--- config.mk ---
export PLATFORM = sky130hd
export DESIGN_NAME = uart_rx
export DESIGN_NICKNAME = d
export VERILOG_FILES = /design/src/rtl/uart_rx.sv
export SDC_FILE = /design/constraint.sdc
export NUM_CORES = 1
export LEC_CHECK = 0
export BUFFER_PORTS_ARGS = -buffer_cell sky130_fd_sc_hd__buf_2
export CAP_MARGIN = 5
export CELL_PAD_IN_SITES_DETAIL_PLACEMENT = 2
export CELL_PAD_IN_SITES_GLOBAL_PLACEMENT = 2
export CORE_ASPECT_RATIO = 0.7
export CORE_MARGIN = 8
export CORE_UTILIZATION = 25
export DETAILED_ROUTE_END_ITERATION = 10
export PLACE_DENSITY = 0.55
export RECOVER_POWER = 25
export SETUP_SLACK_MARGIN = 0.5
export SKIP_LAST_GASP = 1
export SLEW_MARGIN = 15
export SYNTH_ARGS = -nofsm -noshare
export SYNTH_HDL_FRONTEND = slang
export SYNTH_SLANG_ARGS = --single-unit
--- constraint.sdc ---
create_clock -name clock -period 1.5 [get_ports clock]
set_input_delay 0.075 -clock clock [delete_from_list [all_inputs] [get_ports clock]]
set_output_delay 0.075 -clock clock [all_outputs]
set_load 0.02 [all_outputs]
--- src/rtl/uart_rx.sv ---
// rtl/uart_rx.sv - UART 8N1 receiver, 16x oversampled from a baud square wave
//
// Samples the serial line at mid-bit using the rising edges of a 16x baud
// square wave as oversample ticks. It assembles a frame LSB-first and presents
// the byte with a one-clock done pulse.
//
// Optional feature macro: UART_RX_PARITY_EN
//   defined   : start + DBIT data + even parity bit + stop; parity_err reports mismatch
//   undefined : start + DBIT data + stop; parity_err is tied to 0
//
// Parameters:
//   DBIT     data bits per frame
//   SB_TICK  oversample ticks spent in the stop bit (16 = one stop bit)
//
// Ports:
//   clock         in   system clock, rising edge
//   reset_n       in   asynchronous active-low reset
//   baud          in   16x baud square wave; each rising edge is one tick
//   rx            in   serial line, idle high, asynchronous to clock
//   dout          out  last received byte, held until the next frame completes
//   rx_done_tick  out  one-clock pulse when dout/frame_err/parity_err update
//   frame_err     out  stop bit sampled low on the last frame
//   parity_err    out  parity mismatch on the last frame (0 without parity)
//   busy          out  receiver is not idle

module uart_rx #(
    parameter int DBIT    = 8,
    parameter int SB_TICK = 16
) (
    input  logic            clock,
    input  logic            reset_n,
    input  logic            baud,
    input  logic            rx,
    output logic [DBIT-1:0] dout,
    output logic            rx_done_tick,
    output logic            frame_err,
    output logic            parity_err,
    output logic            busy
);

    localparam int NW = (DBIT > 1) ? $clog2(DBIT) : 1;

    typedef enum logic [2:0] {
        ST_IDLE,
        ST_START,
        ST_DATA,
        ST_PARITY,
        ST_STOP
    } state_t;

    state_t          r_state, w_state_nxt;
    logic [3:0]      r_s, w_s_nxt;
    logic [NW-1:0]   r_n, w_n_nxt;
    logic [DBIT-1:0] r_b, w_b_nxt;
    logic [DBIT-1:0] r_dout, w_dout_nxt;
    logic            r_done, w_done_nxt;
    logic            r_ferr, w_ferr_nxt;
    logic            r_rx_meta, r_rx_s;
    logic            r_baud_q;
    logic            w_tick;

`ifdef UART_RX_PARITY_EN
    logic            r_perr, w_perr_nxt;
    logic            r_perr_out, w_perr_out_nxt;
`endif

    // Input conditioning: rx is asynchronous, baud edge becomes a 1-clock tick
    always_ff @(posedge clock or negedge reset_n) begin
        if (!reset_n) begin
            r_rx_meta <= 1'b1;
            r_rx_s    <= 1'b1;
            r_baud_q  <= 1'b0;
        end else begin
            r_rx_meta <= rx;
            r_rx_s    <= r_rx_meta;
            r_baud_q  <= baud;
        end
    end

    assign w_tick = baud & ~r_baud_q;

    always_ff @(posedge clock or negedge reset_n) begin
        if (!reset_n) begin
            r_state <= ST_IDLE;
            r_s     <= '0;
            r_n     <= '0;
            r_b     <= '0;
            r_dout  <= '0;
            r_done  <= 1'b0;
            r_ferr  <= 1'b0;
`ifdef UART_RX_PARITY_EN
            r_perr     <= 1'b0;
            r_perr_out <= 1'b0;
`endif
        end else begin
            r_state <= w_state_nxt;
            r_s     <= w_s_nxt;
            r_n     <= w_n_nxt;
            r_b     <= w_b_nxt;
            r_dout  <= w_dout_nxt;
            r_done  <= w_done_nxt;
            r_ferr  <= w_ferr_nxt;
`ifdef UART_RX_PARITY_EN
            r_perr     <= w_perr_nxt;
            r_perr_out <= w_perr_out_nxt;
`endif
        end
    end

    always_comb begin
        w_state_nxt = r_state;
        w_s_nxt     = r_s;
        w_n_nxt     = r_n;
        w_b_nxt     = r_b;
        w_dout_nxt  = r_dout;
        w_done_nxt  = 1'b0;
        w_ferr_nxt  = r_ferr;
`ifdef UART_RX_PARITY_EN
        w_perr_nxt     = r_perr;
        w_perr_out_nxt = r_perr_out;
`endif
        case (r_state)
            // Start detection needs no tick so a start edge right after a
            // completed frame is caught on the very next clock.
            ST_IDLE: begin
                if (!r_rx_s) begin
                    w_state_nxt = ST_START;
                    w_s_nxt     = '0;
                end
            end
            ST_START: begin
                if (w_tick) begin
                    if (r_s == 4'd7) begin
                        // Mid start bit: still low means a real start,
                        // high means it was a glitch.
                        if (!r_rx_s) begin
                            w_state_nxt = ST_DATA;
                            w_s_nxt     = '0;
                            w_n_nxt     = '0;
                        end else begin
                            w_state_nxt = ST_IDLE;
                        end
                    end else begin
                        w_s_nxt = r_s + 4'd1;
                    end
                end
            end
            ST_DATA: begin
                if (w_tick) begin
                    if (r_s == 4'd15) begin
                        w_s_nxt = '0;
                        w_b_nxt = {r_rx_s, r_b[DBIT-1:1]};
                        if (r_n == NW'(DBIT - 1)) begin
`ifdef UART_RX_PARITY_EN
                            w_state_nxt = ST_PARITY;
`else
                            w_state_nxt = ST_STOP;
`endif
                        end else begin
                            w_n_nxt = r_n + 1'b1;
                        end
                    end else begin
                        w_s_nxt = r_s + 4'd1;
                    end
                end
            end
`ifdef UART_RX_PARITY_EN
            ST_PARITY: begin
                if (w_tick) begin
                    if (r_s == 4'd15) begin
                        // Even parity: data plus parity bit must hold an even count of ones
                        w_perr_nxt  = ^{r_b, r_rx_s};
                        w_state_nxt = ST_STOP;
                        w_s_nxt     = '0;
                    end else begin
                        w_s_nxt = r_s + 4'd1;
                    end
                end
            end
`endif
            ST_STOP: begin
                if (w_tick) begin
                    if (r_s == 4'(SB_TICK - 1)) begin
                        w_dout_nxt  = r_b;
                        w_ferr_nxt  = ~r_rx_s;
                        w_done_nxt  = 1'b1;
                        w_state_nxt = ST_IDLE;
`ifdef UART_RX_PARITY_EN
                        w_perr_out_nxt = r_perr;
`endif
                    end else begin
                        w_s_nxt = r_s + 4'd1;
                    end
                end
            end
            default: begin
                w_state_nxt = ST_IDLE;
            end
        endcase
    end

    assign dout         = r_dout;
    assign rx_done_tick = r_done;
    assign frame_err    = r_ferr;
    assign busy         = (r_state != ST_IDLE);
`ifdef UART_RX_PARITY_EN
    assign parity_err   = r_perr_out;
`else
    assign parity_err   = 1'b0;
`endif

endmodule

==> run summary, run 1 <==
Status -> finished with violations
Violated checks -> negative setup slack
Setup Total Neg Slack -> -875 ps
Class of the worst hold path -> register to register
Critical path's largest stage delay -> 390 ps
GR Layer Usage met2 -> 0.163
Vias in the first global route -> 1332
Layout cells sized above 1 -> 0.595
Cell area after synthesis -> 1490 µm²
Top Ports -> 16
Via Count -> 1202
Ys async rst share -> 1.00
Clock sinks -> 31
Startpoint Class -> register
Final count of hold timing violations -> 0
Delay-heaviest family, CP -> flip-flops
Peak VDD IR -> 572 µV
CP bufs+invs -> 1
Tcrit/Tclk final -> 1.08
Core Util, Final -> 0.399
Fmax -> 619 MHz
RSZ-0062 raised after global routing -> yes
Die extent in x -> 108 µm
H-tree levels -> 2
Synth Warn # -> 0
Initial Utilization -> 0.259
Tmin final -> 1620 ps
Clock transition at path regs -> 60 ps
Synth Flop Type -> dfrtp_1
GR Util met3 -> 0.0288
Internal reg-to-reg setup slack -> -120 ps
Cell variety after synth -> 40
Sequential-to-total area share from yosys stat -> 0.524
Power Dens Cells -> 1260 nW/µm²
Cell count after synthesis -> 126
Fin nets -> 191
GRT overflow -> 0
Global placer's final weighted congestion -> 0.870
Post-synth EDFFs -> 0
GR Util met1 -> 0.129
Max Slew Vio Count -> 0
Clock Tree Buf Depth -> 2
Kind of critical path -> register to register
Worst-path fanout max -> 4
Clk_skew -> 6.96 ps
Avg Inst Size Synth -> 11.8 µm²
Worst Path Arrival -> 1770 ps
CP endpoint kind -> register
Worst skew pair latency -> 280 ps
CTS tree -> done
Via density -> 4.62
Initial DRC Count -> 22
Core Rows -> 23
Area Overhead vs Synth -> 53.7%
Final HPWL from detailed placement -> 3.00 mm
DRT Pass-1 Iters -> 6
Max-slew headroom -> 0.477
Data required, critical path -> 1660 ps
#FFs+latches synth -> 31
Most Crowded Layer GR -> met2
Drt drc -> 0
DIE AREA -> 8700 µm²
Gr usage total -> 0.101
CTS root buf -> clkbuf_8
Final setup viols -> 24
Die height -> 80.5 µm
Syn_nets -> 133
Worst setup margin -> -115 ps
Max-cap violations -> 0
Port buffer count -> 14
ANT cells -> 0
Ordered cell list for the critical path -> ha_4 -> nand3b_1 -> a2bb2oi_2 -> o31ai_2 -> buf_4 -> mux2_2
First-pass GRT wire length -> 6.80 mm
Initial antenna violation count -> 0
CTS Buf Count -> 5
Routed len/inst -> 16.3 µm
Antenna-violating nets left -> 0
Worst slew pin tran -> 784 ps
Pin count of the biggest net entering global routing -> 32
Crit-path slowest cell -> dfrtp_1
Lkg Pwr -> 1.06 nW
Core area -> 5730 µm²
Final WL -> 4.24 mm
flip-flops by register name, summed over array words and instances (netlist names):
signal and count:
r_baud_q 1, r_state 3, r_n 3, frame_err 1, r_b 8, r_rx_meta 1, rx_done_tick 1, r_rx_s 1
dout 8, r_s 4
path summary, 6_finish.rpt:
check                        endpoint  cells past startpoint  startpoint
max                            r_s[0]                      6      r_s[1]
min                            r_rx_s                      0   r_rx_meta
max reg2reg                    r_s[0]                      6      r_s[1]
min reg2reg                    r_rx_s                      0   r_rx_meta
max in group asynchronous  r_state[2]                      2     reset_n
min in group asynchronous     dout[1]                      2     reset_n
per-layer routing:
metal,routed length (µm),vias up
met1,2020,611
met2,2040,20
met3,159,5
li1,-,566
met4,19,0
met5,0,-
Yosys cell counts, types with 2 or more instances:
cell type   n  area share
a21o_1      3       0.015
a21oi_1     5       0.017
and3_1      3       0.013
buf_2       2      0.0067
buf_4       4       0.020
dfrtp_1    29        0.49
dfstp_2     2       0.035
ha_1        3       0.025
inv_1       6       0.015
mux2_2     17        0.13
mux2i_1     3       0.020
nand2_1     7       0.018
nand2b_1    4       0.017
nand3_1     4       0.013
nor2_1      4       0.010
o21ai_0     6       0.020
stage by stage:
step / worst slack (ps) / hold WS (ps) / area [µm²] / std cells / total power (W)
5_1_grt: -155 / 365 / 2280 / 260 / 0.00306
2_1_floorplan: 82.5 / -221 / 1560 / 126 / 0.00151
6_report: -115 / 357 / 2280 / 260 / 0.00288
3_5_place_dp: -164 / 164 / 1860 / 233 / 0.00185
4_1_cts: -73.0 / 359 / 2160 / 253 / 0.00283
3_3_place_gp: -156 / 157 / 1860 / 233 / 0.00180
final cells by class:
type | count | area [µm²]
clock buffer | 6 | 82.6
clock inverter | 2 | 35.0
fill | 602 | 3440
inverter | 6 | 22.5
multi-input combinational | 84 | 815
sequential | 31 | 782
tap | 75 | 93.8
timing repair buffer | 56 | 452
power by group:
group / switching [W] / internal, W
Combinational: 0.000456 / 0.000534
Sequential: 0.000108 / 0.000941
Clock: 0.000303 / 0.000537
Total: 0.000867 / 0.00201
repair_timing:
item	in CTS	in global routing
hold endpoints to repair	31	0
endpoints found under the setup margin	29	32
gates resized for setup	21	17
cloned	0	1
setup buffers	9	6
pin swaps	14	6
hold buffers	3	0
placed cells by master, fill, tap and decap left out, types with 2 or more instances in the layout:
cell type       n
nand2_1         5
dlygate4sd3_1   3
dfrtp_1        26
o21ai_0         3
nand3_4         3
nor2_4          2
a21o_1          3
buf_2          11
o21ai_1         2
buf_4          27
inv_1           4
clkbuf_8        6
nand2b_1        3
buf_6          12
mux2i_1         3
dfrtp_2         3
nand2_2         2
ha_1            2
mux2_2         17
dfstp_2         2
nor3b_4         2
a21oi_2         2
inv_2           2
a21oi_1         2
cell families (layout without fill, tap and decap cells):
family                     after synthesis  after routing  synth area share
other                                    1              1           0.00252
muxes                                   20             20             0.149
adders and majority gates                3              3            0.0253
xor gates and xnor gates                 2              2            0.0118
DFF                                     31             31             0.524
buffers and inverters                   12             70            0.0421
and+or+nand+nor                         32             33             0.129
AOI/OAI and AO/OA                       25             25             0.116
worst register-to-register path, delay by kind of cell (launching register included):
family,cells,cell delay [ps]
AO/OA/AOI/OAI,2,360
AND/OR/NAND/NOR,1,180
flip-flops,1,390
multiplexers,1,260
buffers and inverters,1,150
adder cells (fa/ha/maj),1,170
No activity file was read; power rests on OpenSTA's default activity.
==> run 2, diff against run 1 <==
--- a/config.mk
+++ b/config.mk
@@ -11,9 +11,9 @@
 export CELL_PAD_IN_SITES_GLOBAL_PLACEMENT = 2
 export CORE_ASPECT_RATIO = 0.7
 export CORE_MARGIN = 8
-export CORE_UTILIZATION = 25
+export CORE_UTILIZATION = 34
 export DETAILED_ROUTE_END_ITERATION = 10
-export PLACE_DENSITY = 0.55
+export PLACE_DENSITY = 0.72
 export RECOVER_POWER = 25
 export SETUP_SLACK_MARGIN = 0.5
 export SKIP_LAST_GASP = 1
==> run summary, run 2 (same netlist as run 1, synthesis figures left out) <==
Status -> finished with violations
Violated checks -> negative setup slack
CP endpoint kind -> register
RSZ-0062 raised after global routing -> yes
Worst slew pin tran -> 840 ps
Fin cells -> 236
ANT cells -> 0
Final WL -> 5.65 mm
Layout cells sized above 1 -> 0.586
GRT overflow -> 0
Initial antenna violation count -> 0
Startpoint Class -> register
First-pass GRT wire length -> 7.42 mm
Routed len/inst -> 23.9 µm
Fin nets -> 187
CTS root buf -> clkbuf_8
Via density -> 5.19
DRT Pass-1 Iters -> 4
Kind of critical path -> register to register
Die height -> 71.3 µm
Top Ports -> 16
Core Rows -> 20
Die extent in x -> 95.0 µm
Area Overhead vs Synth -> 48.4%
Core area -> 4280 µm²
Max Slew Vio Count -> 0
Pwr Total -> 0.00290 W
Clock transition at path regs -> 70 ps
Final setup viols -> 27
Clk_skew -> 9.75 ps
Tmin final -> 1660 ps
Max-slew headroom -> 0.440
Tcrit/Tclk final -> 1.11
Initial Utilization -> 0.347
Global placer's final weighted congestion -> 0.835
Drt drc -> 0
Class of the worst hold path -> register to register
Gr usage total -> 0.146
CTS tree -> done
Initial DRC Count -> 44
Peak VDD IR -> 790 µV
Core Util, Final -> 0.515
Dpl cells -> 209
Port buffer count -> 14
Power Dens Cells -> 1310 nW/µm²
Worst setup margin -> -164 ps
Max-cap violations -> 0
Fmax -> 601 MHz
Most frequent cells in the layout -> buf_4 (27), dfrtp_1 (26), mux2_2 (16), buf_2 (11), buf_6 (10)
Final HPWL from detailed placement -> 2.98 mm
Lkg Pwr -> 1.04 nW
DIE AREA -> 6770 µm²
Via Count -> 1224
CTS Buf Count -> 5
Clock Tree Buf Depth -> 2
Clock sinks -> 31
Vias in the first global route -> 1418
Antenna-violating nets left -> 0
Data required, critical path -> 1670 ps
Pin count of the biggest net entering global routing -> 32
Worst-path fanout max -> 7
Worst Path Arrival -> 1840 ps
H-tree levels -> 2
Most common cell after layout, fill and taps aside -> buf_4
Final count of hold timing violations -> 0
Worst skew pair latency -> 290 ps
Place WS -> -167 ps
## run 2: final timing paths
| kind | start | to | slack [ps] | depth (start not counted) |
|---|---|---|---|---|
| hold / removal | r_rx_meta | r_rx_s | 360 | 0 |
| hold reg to reg | r_rx_meta | r_rx_s | 360 | 0 |
| min in group asynchronous | reset_n | dout[3] | 430 | 2 |
| setup reg to reg | r_state[1] | r_s[3] | -160 | 5 |
| max in group asynchronous | reset_n | r_state[0] | 490 | 2 |
| setup / recovery | r_state[1] | r_s[3] | -160 | 5 |
## run 2: what timing repair did
action	in CTS	in global routing
resized for setup	30	13
endpoints found under the setup margin	29	32
hold buffers	2	1
buffers inserted	12	4
hold endpoints to repair	31	1
pin swaps	10	9
## run 2: critical path, cell delays in order, from the launching register on
cell and delay (ps):
dfrtp_2 510, buf_4 180, a21oi_4 190, a21o_1 220
o21ai_1 110, o32a_1 350
## run 2: area by class of cell
| type | instances | area [µm²] |
|---|---|---|
| Inverter | 6 | 22.5 |
| Fill cell | 440 | 2070 |
| Tap cell | 55 | 68.8 |
| Sequential cell | 31 | 782 |
| Multi-Input combinational cell | 83 | 831 |
| Clock inverter | 1 | 5.00 |
| Clock buffer | 7 | 86.3 |
| Timing Repair Buffer | 53 | 409 |
## run 2: per-stage QoR
stage | hold WS (ps) | setup TNS (ps) | cell area, µm²
global route | 361 | -3140 | 2200
detailed placement | 176 | -2570 | 1800
finish | 357 | -1790 | 2200
floorplan | -221 | 0 | 1560
CTS | -74.1 | -111 | 2110
global placement | 159 | -649 | 1800
## run 2: routing by layer
layer  share of wire  global-route usage
met5               0                   0
met4           0.015              0.0517
met3           0.024              0.0324
met2            0.50               0.252
met1            0.46               0.172
## run 2: power breakdown
part / switching (W) / total, W / internal [W]
combinational: 0.000542 / 0.00113 / 0.000590
sequential: 0.000128 / 0.00107 / 0.000940
clock: 0.000327 / 0.000697 / 0.000370
